### src/rtl/vga_timing_pkg.sv
// Shared constants, region type and decode helper for the VGA raster generator.
// Defaults describe 640x480@60 with a 25 MHz pixel clock.
package vga_timing_pkg;

  localparam int DEF_H_ACTIVE = 640;
  localparam int DEF_H_FP     = 16;
  localparam int DEF_H_SYNC   = 96;
  localparam int DEF_H_BP     = 48;
  localparam int DEF_V_ACTIVE = 480;
  localparam int DEF_V_FP     = 10;
  localparam int DEF_V_SYNC   = 2;
  localparam int DEF_V_BP     = 33;

  localparam int DEF_H_TOTAL =
    DEF_H_ACTIVE + DEF_H_FP + DEF_H_SYNC + DEF_H_BP;
  localparam int DEF_V_TOTAL =
    DEF_V_ACTIVE + DEF_V_FP + DEF_V_SYNC + DEF_V_BP;

  localparam int DEF_H_SYNC_START = DEF_H_ACTIVE + DEF_H_FP;
  localparam int DEF_H_SYNC_END   = DEF_H_SYNC_START + DEF_H_SYNC - 1;
  localparam int DEF_V_SYNC_START = DEF_V_ACTIVE + DEF_V_FP;
  localparam int DEF_V_SYNC_END   = DEF_V_SYNC_START + DEF_V_SYNC - 1;

  typedef enum logic [1:0] {
    ACTIVE,
    FP,
    SYNC,
    BP
  } region_e;

  function automatic region_e region_of(
    input int c,
    input int a,
    input int fp,
    input int s
  );
    region_e r;
    if (c < a)               r = ACTIVE;
    else if (c < a + fp)     r = FP;
    else if (c < a + fp + s) r = SYNC;
    else                     r = BP;
    return r;
  endfunction

endpackage

### src/rtl/vga_axis_counter.sv
// One raster axis: wrapping counter, wrap strobe and registered region decode.
// The region register tracks the next count so it lines up with cnt_o.
module vga_axis_counter
  import vga_timing_pkg::*;
#(
  parameter int ACTIVE_LEN = 640,
  parameter int FP_LEN     = 16,
  parameter int SYNC_LEN   = 96,
  parameter int BP_LEN     = 48,
  parameter int CW         = 10
) (
  input  logic          clk,
  input  logic          rst_n,
  input  logic          clr_i,
  input  logic          adv_i,
  output logic [CW-1:0] cnt_o,
  output logic          wrap_o,
  output region_e       region_o
);

  localparam int TOTAL = ACTIVE_LEN + FP_LEN + SYNC_LEN + BP_LEN;
  localparam logic [CW-1:0] LAST = CW'(TOTAL - 1);

  logic [CW-1:0] cnt_q, cnt_d;
  region_e       region_q, region_d;

  assign wrap_o = adv_i && (cnt_q == LAST);

  always_comb begin
    cnt_d = cnt_q;
    if (clr_i)       cnt_d = '0;
    else if (wrap_o) cnt_d = '0;
    else if (adv_i)  cnt_d = cnt_q + CW'(1);
    region_d = region_of(int'(cnt_d), ACTIVE_LEN, FP_LEN, SYNC_LEN);
  end

  always_ff @(posedge clk or negedge rst_n) begin
    if (!rst_n) begin
      cnt_q    <= '0;
      region_q <= ACTIVE;
    end else begin
      cnt_q    <= cnt_d;
      region_q <= region_d;
    end
  end

  assign cnt_o    = cnt_q;
  assign region_o = region_q;

endmodule

### src/rtl/vga_timing_gen.sv
// Parametrised VGA timing generator with pixel prescaler and colour gating.
// Define VGA_TEST_PATTERN_EN to replace iColor with an 8-bar test pattern.
module vga_timing_gen
  import vga_timing_pkg::*;
#(
  parameter int H_ACTIVE = DEF_H_ACTIVE,
  parameter int H_FP     = DEF_H_FP,
  parameter int H_SYNC   = DEF_H_SYNC,
  parameter int H_BP     = DEF_H_BP,
  parameter int V_ACTIVE = DEF_V_ACTIVE,
  parameter int V_FP     = DEF_V_FP,
  parameter int V_SYNC   = DEF_V_SYNC,
  parameter int V_BP     = DEF_V_BP,
  parameter int CLK_DIV  = 2,
  parameter int SYNC_POL = 0,
  parameter int CW       = 10
) (
  input  logic          Clock,
  input  logic          Reset,
  input  logic          iEnable,
  input  logic [2:0]    iColor,
  output logic          oHsync,
  output logic          oVsync,
  output logic          oRed,
  output logic          oGreen,
  output logic          oBlue,
  output logic [CW-1:0] oX,
  output logic [CW-1:0] oY,
  output logic          oActive,
  output logic          oPixelTick,
  output logic          oFrameStart
);

  localparam int PW = (CLK_DIV > 1) ? $clog2(CLK_DIV) : 1;
  localparam logic [PW-1:0] PRE_LAST = PW'(CLK_DIV - 1);
  localparam logic POL = (SYNC_POL != 0);

  logic [PW-1:0] pre_q, pre_d;
  logic          tick;
  logic [CW-1:0] h_cnt, v_cnt;
  logic          h_wrap, v_wrap;
  region_e       h_reg, v_reg;
  logic [2:0]    pix;
  logic          act;

  assign tick  = iEnable && (pre_q == PRE_LAST);
  assign pre_d = (!iEnable || tick) ? '0 : pre_q + PW'(1);

  vga_axis_counter #(
    .ACTIVE_LEN(H_ACTIVE), .FP_LEN(H_FP),
    .SYNC_LEN(H_SYNC), .BP_LEN(H_BP), .CW(CW)
  ) u_h (
    .clk(Clock), .rst_n(Reset),
    .clr_i(!iEnable), .adv_i(tick),
    .cnt_o(h_cnt), .wrap_o(h_wrap), .region_o(h_reg)
  );

  vga_axis_counter #(
    .ACTIVE_LEN(V_ACTIVE), .FP_LEN(V_FP),
    .SYNC_LEN(V_SYNC), .BP_LEN(V_BP), .CW(CW)
  ) u_v (
    .clk(Clock), .rst_n(Reset),
    .clr_i(!iEnable), .adv_i(h_wrap),
    .cnt_o(v_cnt), .wrap_o(v_wrap), .region_o(v_reg)
  );

`ifdef VGA_TEST_PATTERN_EN
  localparam int BAR = (H_ACTIVE / 8 > 0) ? H_ACTIVE / 8 : 1;
  assign pix = 3'(int'(h_cnt) / BAR);
`else
  assign pix = iColor;
`endif

  assign act = (h_reg == ACTIVE) && (v_reg == ACTIVE);

  logic       hs_q, vs_q, act_q, pt_q, fs_q;
  logic [2:0] rgb_q;
  logic [CW-1:0] x_q, y_q;

  always_ff @(posedge Clock or negedge Reset) begin
    if (!Reset) begin
      pre_q <= '0;
      hs_q  <= ~POL;
      vs_q  <= ~POL;
      rgb_q <= '0;
      act_q <= 1'b0;
      pt_q  <= 1'b0;
      fs_q  <= 1'b0;
      x_q   <= '0;
      y_q   <= '0;
    end else if (!iEnable) begin
      pre_q <= '0;
      hs_q  <= ~POL;
      vs_q  <= ~POL;
      rgb_q <= '0;
      act_q <= 1'b0;
      pt_q  <= 1'b0;
      fs_q  <= 1'b0;
      x_q   <= '0;
      y_q   <= '0;
    end else begin
      pre_q <= pre_d;
      hs_q  <= (h_reg == SYNC) ? POL : ~POL;
      vs_q  <= (v_reg == SYNC) ? POL : ~POL;
      rgb_q <= act ? pix : 3'b000;
      act_q <= act;
      pt_q  <= tick;
      fs_q  <= tick && (h_cnt == '0) && (v_cnt == '0);
      x_q   <= h_cnt;
      y_q   <= v_cnt;
    end
  end

  assign oHsync      = hs_q;
  assign oVsync      = vs_q;
  assign {oRed, oGreen, oBlue} = rgb_q;
  assign oActive     = act_q;
  assign oPixelTick  = pt_q;
  assign oFrameStart = fs_q;
  assign oX          = x_q;
  assign oY          = y_q;

endmodule

### config.mk
export PLATFORM = sky130hd
export DESIGN_NAME = vga_timing_gen
export DESIGN_NICKNAME = d
export VERILOG_FILES = /design/src/rtl/vga_timing_pkg.sv /design/src/rtl/vga_axis_counter.sv /design/src/rtl/vga_timing_gen.sv
export SDC_FILE = /design/constraint.sdc
export NUM_CORES = 1
export LEC_CHECK = 0
export ABC_AREA = 0
export CAP_MARGIN = 10
export CELL_PAD_IN_SITES_DETAIL_PLACEMENT = 2
export CELL_PAD_IN_SITES_GLOBAL_PLACEMENT = 2
export CORE_MARGIN = 2
export CORE_UTILIZATION = 37
export DETAILED_ROUTE_END_ITERATION = 8
export DONT_BUFFER_PORTS = 1
export PLACE_DENSITY = 0.73
export RECOVER_POWER = 50
export SLEW_MARGIN = 20
export SYNTH_ARGS = -nofsm -noshare
export SYNTH_HDL_FRONTEND = slang
export SYNTH_HIERARCHICAL = 1
export SYNTH_SLANG_ARGS = --single-unit
### constraint.sdc
create_clock -name Clock -period 2.4 [get_ports Clock]
set_clock_uncertainty 0.1 [all_clocks]
set_input_delay 0.36 -clock Clock [delete_from_list [all_inputs] [get_ports Clock]]
set_output_delay 0.36 -clock Clock [all_outputs]
set_load 0.03 [all_outputs]
==> impl_metrics.toml, run 1 <==
[outcome]
status = "completed"

[die]
die_y_um = 85.9
core_sq_um = 6420
num_rows = 29
die_w_um = 85.9
dieArea_sq_um = 7380
ios = 34
start_util_pct = 38.7

[setup_path]
crit_type = "flip-flop to flip-flop"
critPathTopFamily = "simple AND/OR/NAND/NOR gates"
worstPathMaxFanout = 4
worstPathArrival_ps = 2410
worst_path_max_delay_cell = "dfrtp_1"
required_ps = 2490
path_buf_inv = 0
setup.worst_path.start_class = "flip-flop"
critPathMaxStageDelay_ps = 420
endpoint_kind = "flip-flop"
cp_cell_sequence = "nor4b_4 > nand3_2 > nor2b_4 > nand4_1 > o31a_1 > a2111oi_2 > a211oi_1"

[sta]
hold_viol = 0
fmax_ghz = 0.432
period_share_pct = 96.5
relSlewSlack_pct = 13.3
drv_slew = 0
worst_pin_slew_ps = 1300
final.min_clock_period_ps = 2320
setup_viol = 0
tns_ps = 0

[finish]
syn_to_final_growth_pct = 11.8
antennaDiodeCount = 0
postLayoutCellArea_sq_um = 2780
fin_nets = 251
drive_gt1_share_pct = 19.3

[hold_path]
hold_path.class = "primary input to flip-flop"

[logic_synthesis]
synthFlopType = "dfrtp_1"
syn_nets = 236
seq_area_frac_synth_pct = 53.5
synth-edff-count = 0
synthArstFlopShare_pct = 100
syn_avg_cell_area_sq_um = 10.9
syn_inst = 227
ys_ff_latch = 53
ys_warn_count = 6
syn-cell-area_sq_um = 2480
synth_cell_type_count = 58

[routing]
ant_nets = 0
first_pass_iters = 4
finalWirelength_mm = 6.33
wire_per_inst_um = 19.8
drc_errors = 0
first_iter_violations = 77
viasPerCell = 5.66
vias = 1812

[clock_tree]
clkSinkCount = 53
numCtsBuffers = 5
clk_latency_ps = 310
cts_tree = "done"
cts.path.max_buffers = 2
clk_pin_slew_worst_paths_ps = 100
htree_levels = 2
cts-root-buf = "clkbuf_8"

[power]
max-vdd-ir-drop_uv = 351
p_leak_nw = 1.23
power_density_nw_per_um2 = 570

[placed_design]
port_buffers = 0
place.gp.congestion = 0.822
place_area_sq_um = 2600
hpwl_mm = 4.33

[grt]
grt_overflow_total = 0
antenna_found_initial = 0
grt_max_degree = 54
grt_pass1_wl_mm = 10.4
first_global_vias = 1932
grtUsageTotal_pct = 18.2

[flow_run]
drv_cap = 0
==> power breakdown <==
group	leakage (nW)	switching, W	total, W	internal (W)
sequential	0.725	0.0000165	0.000918	0.000901
clock	0.0543	0.000299	0.000611	0.000312
combinational	0.455	0.0000372	0.0000520	0.0000148
total	1.23	0.000353	0.00158	0.00123
==> layout by cell type, fill, tap and decap left out, types with 3 or more instances in the layout <==
master,n
dfrtp_1,51
nor2_1,22
and2_1,17
buf_4,14
nand2_1,12
and2_0,8
inv_1,7
xor2_1,7
nand3_1,7
a21oi_1,7
nor4_1,6
nand4_1,6
xnor2_1,6
clkbuf_8,5
o21ai_0,4
nand3b_1,3
ha_1,3
==> cells by family after synthesis <==
family | after synthesis | synth area share [%]
XOR/XNOR | 13 | 4.59
adder cells (fa/ha/maj) | 4 | 1.97
buffers and inverters | 17 | 4.28
flip-flops | 53 | 53.5
AND/OR/NAND/NOR | 107 | 25.5
multiplexers | 1 | 0.403
AO/OA/AOI/OAI | 32 | 9.78
==> metrics by stage <==
stage / instances / util [%] / power [W] / setup slack, ps / hold slack (ps)
2_1_floorplan: 227 / - / 0.000960 / 112 / -35.6
3_3_place_gp: 308 / 40.5 / 0.000969 / 156 / -34.5
3_5_place_dp: 308 / 40.5 / 0.000970 / -10.3 / -34.5
4_1_cts: 318 / 43.0 / 0.00161 / 17.1 / 14.6
5_1_grt: 320 / 43.2 / 0.00164 / -41.0 / 4.70
6_report: 320 / 43.2 / 0.00158 / 84.9 / 21.0
==> worst paths after layout <==
kind                                 startpoint              end  slack, ps  depth (start not counted)
worst min-delay path                    iEnable           oHsync         20                          1
max in group asynchronous                 Reset     u_h/cnt_o[6]        640                          2
worst max register to register     u_h/cnt_o[7]  u_v/region_o[0]         80                          7
min in group asynchronous                 Reset  u_v/region_o[1]        780                          2
worst max-delay path               u_h/cnt_o[7]  u_v/region_o[0]         80                          7
worst min register to register  u_h/region_o[1]           oHsync        340                          1
==> cells in the mapped netlist (all sizes together), types with 2 or more instances <==
library cell	number	area, sq um
nand4	6	37.5
or3	3	23.8
dfstp	2	52.6
a21oi	8	43.8
nand3	8	40.0
and4bb	2	25.0
o21ai	4	20.0
a21o	2	15.0
and3	5	38.8
xnor2	6	52.6
inv	7	26.3
and2	26	165
nor3	4	36.3
and4	2	18.8
or2	2	15.0
nand2	12	45.0
nand3b	3	22.5
clkbuf	3	11.3
a41o	2	21.3
ha	3	37.5
xor2	7	61.3
buf	7	68.8
dfrtp	51	1280
o211ai	2	15.0
nor2	22	82.6
a41oi	2	17.5
nor4	7	43.8
==> metal layers <==
metal | vias to the layer above | wire length [um] | GRT usage (%)
met1 | 942 | 2970 | 24.5
met2 | 36 | 3070 | 29.7
li1 | 827 | - | -
met4 | 0 | 76 | 4.47
met3 | 7 | 215 | 4.33
met5 | - | 0 | 0
==> what timing repair did <==
item / in CTS / in global routing
setup endpoints to repair: 1 / 11
hold buffers: 2 / 0
pin swaps: 0 / 3
gates resized for setup: 1 / 5
hold endpoints to repair: 53 / 0
buffers inserted: 0 / 2
==> layout make-up <==
class                           count  area (sq um)
Multi-Input combinational cell    157          1080
Tap cell                           77          96.3
Fill cell                         684          3650
Clock buffer                        5          68.8
Clock inverter                      3          46.3
Sequential cell                    53          1330
Inverter                            7          26.3
Timing Repair Buffer               18           128
==> flip-flops by register name, indices dropped and copies added, names as in the netlist, 2 cells and up <==
| name | flops |
|---|---|
| oX | 10 |
| u_h/region_o | 2 |
| rgb_q | 3 |
| u_v/cnt_o | 10 |
| u_v/region_o | 2 |
| u_h/cnt_o | 10 |
| oY | 10 |
==> worst reg2reg max path, stage by stage, from the launching register on <==
cell	delay (ps)
dfrtp_1	420
nor4b_4	340
nand3_2	150
nor2b_4	170
nand4_1	200
o31a_1	400
a2111oi_2	290
a211oi_1	120
(Power assumes the default switching activity.)
==> run 2: changes to the inputs <==
CAP_MARGIN = 20   (was 10)
==> results of run 2 <==
Final layout, timing and power as in run 1 (identical DEF).
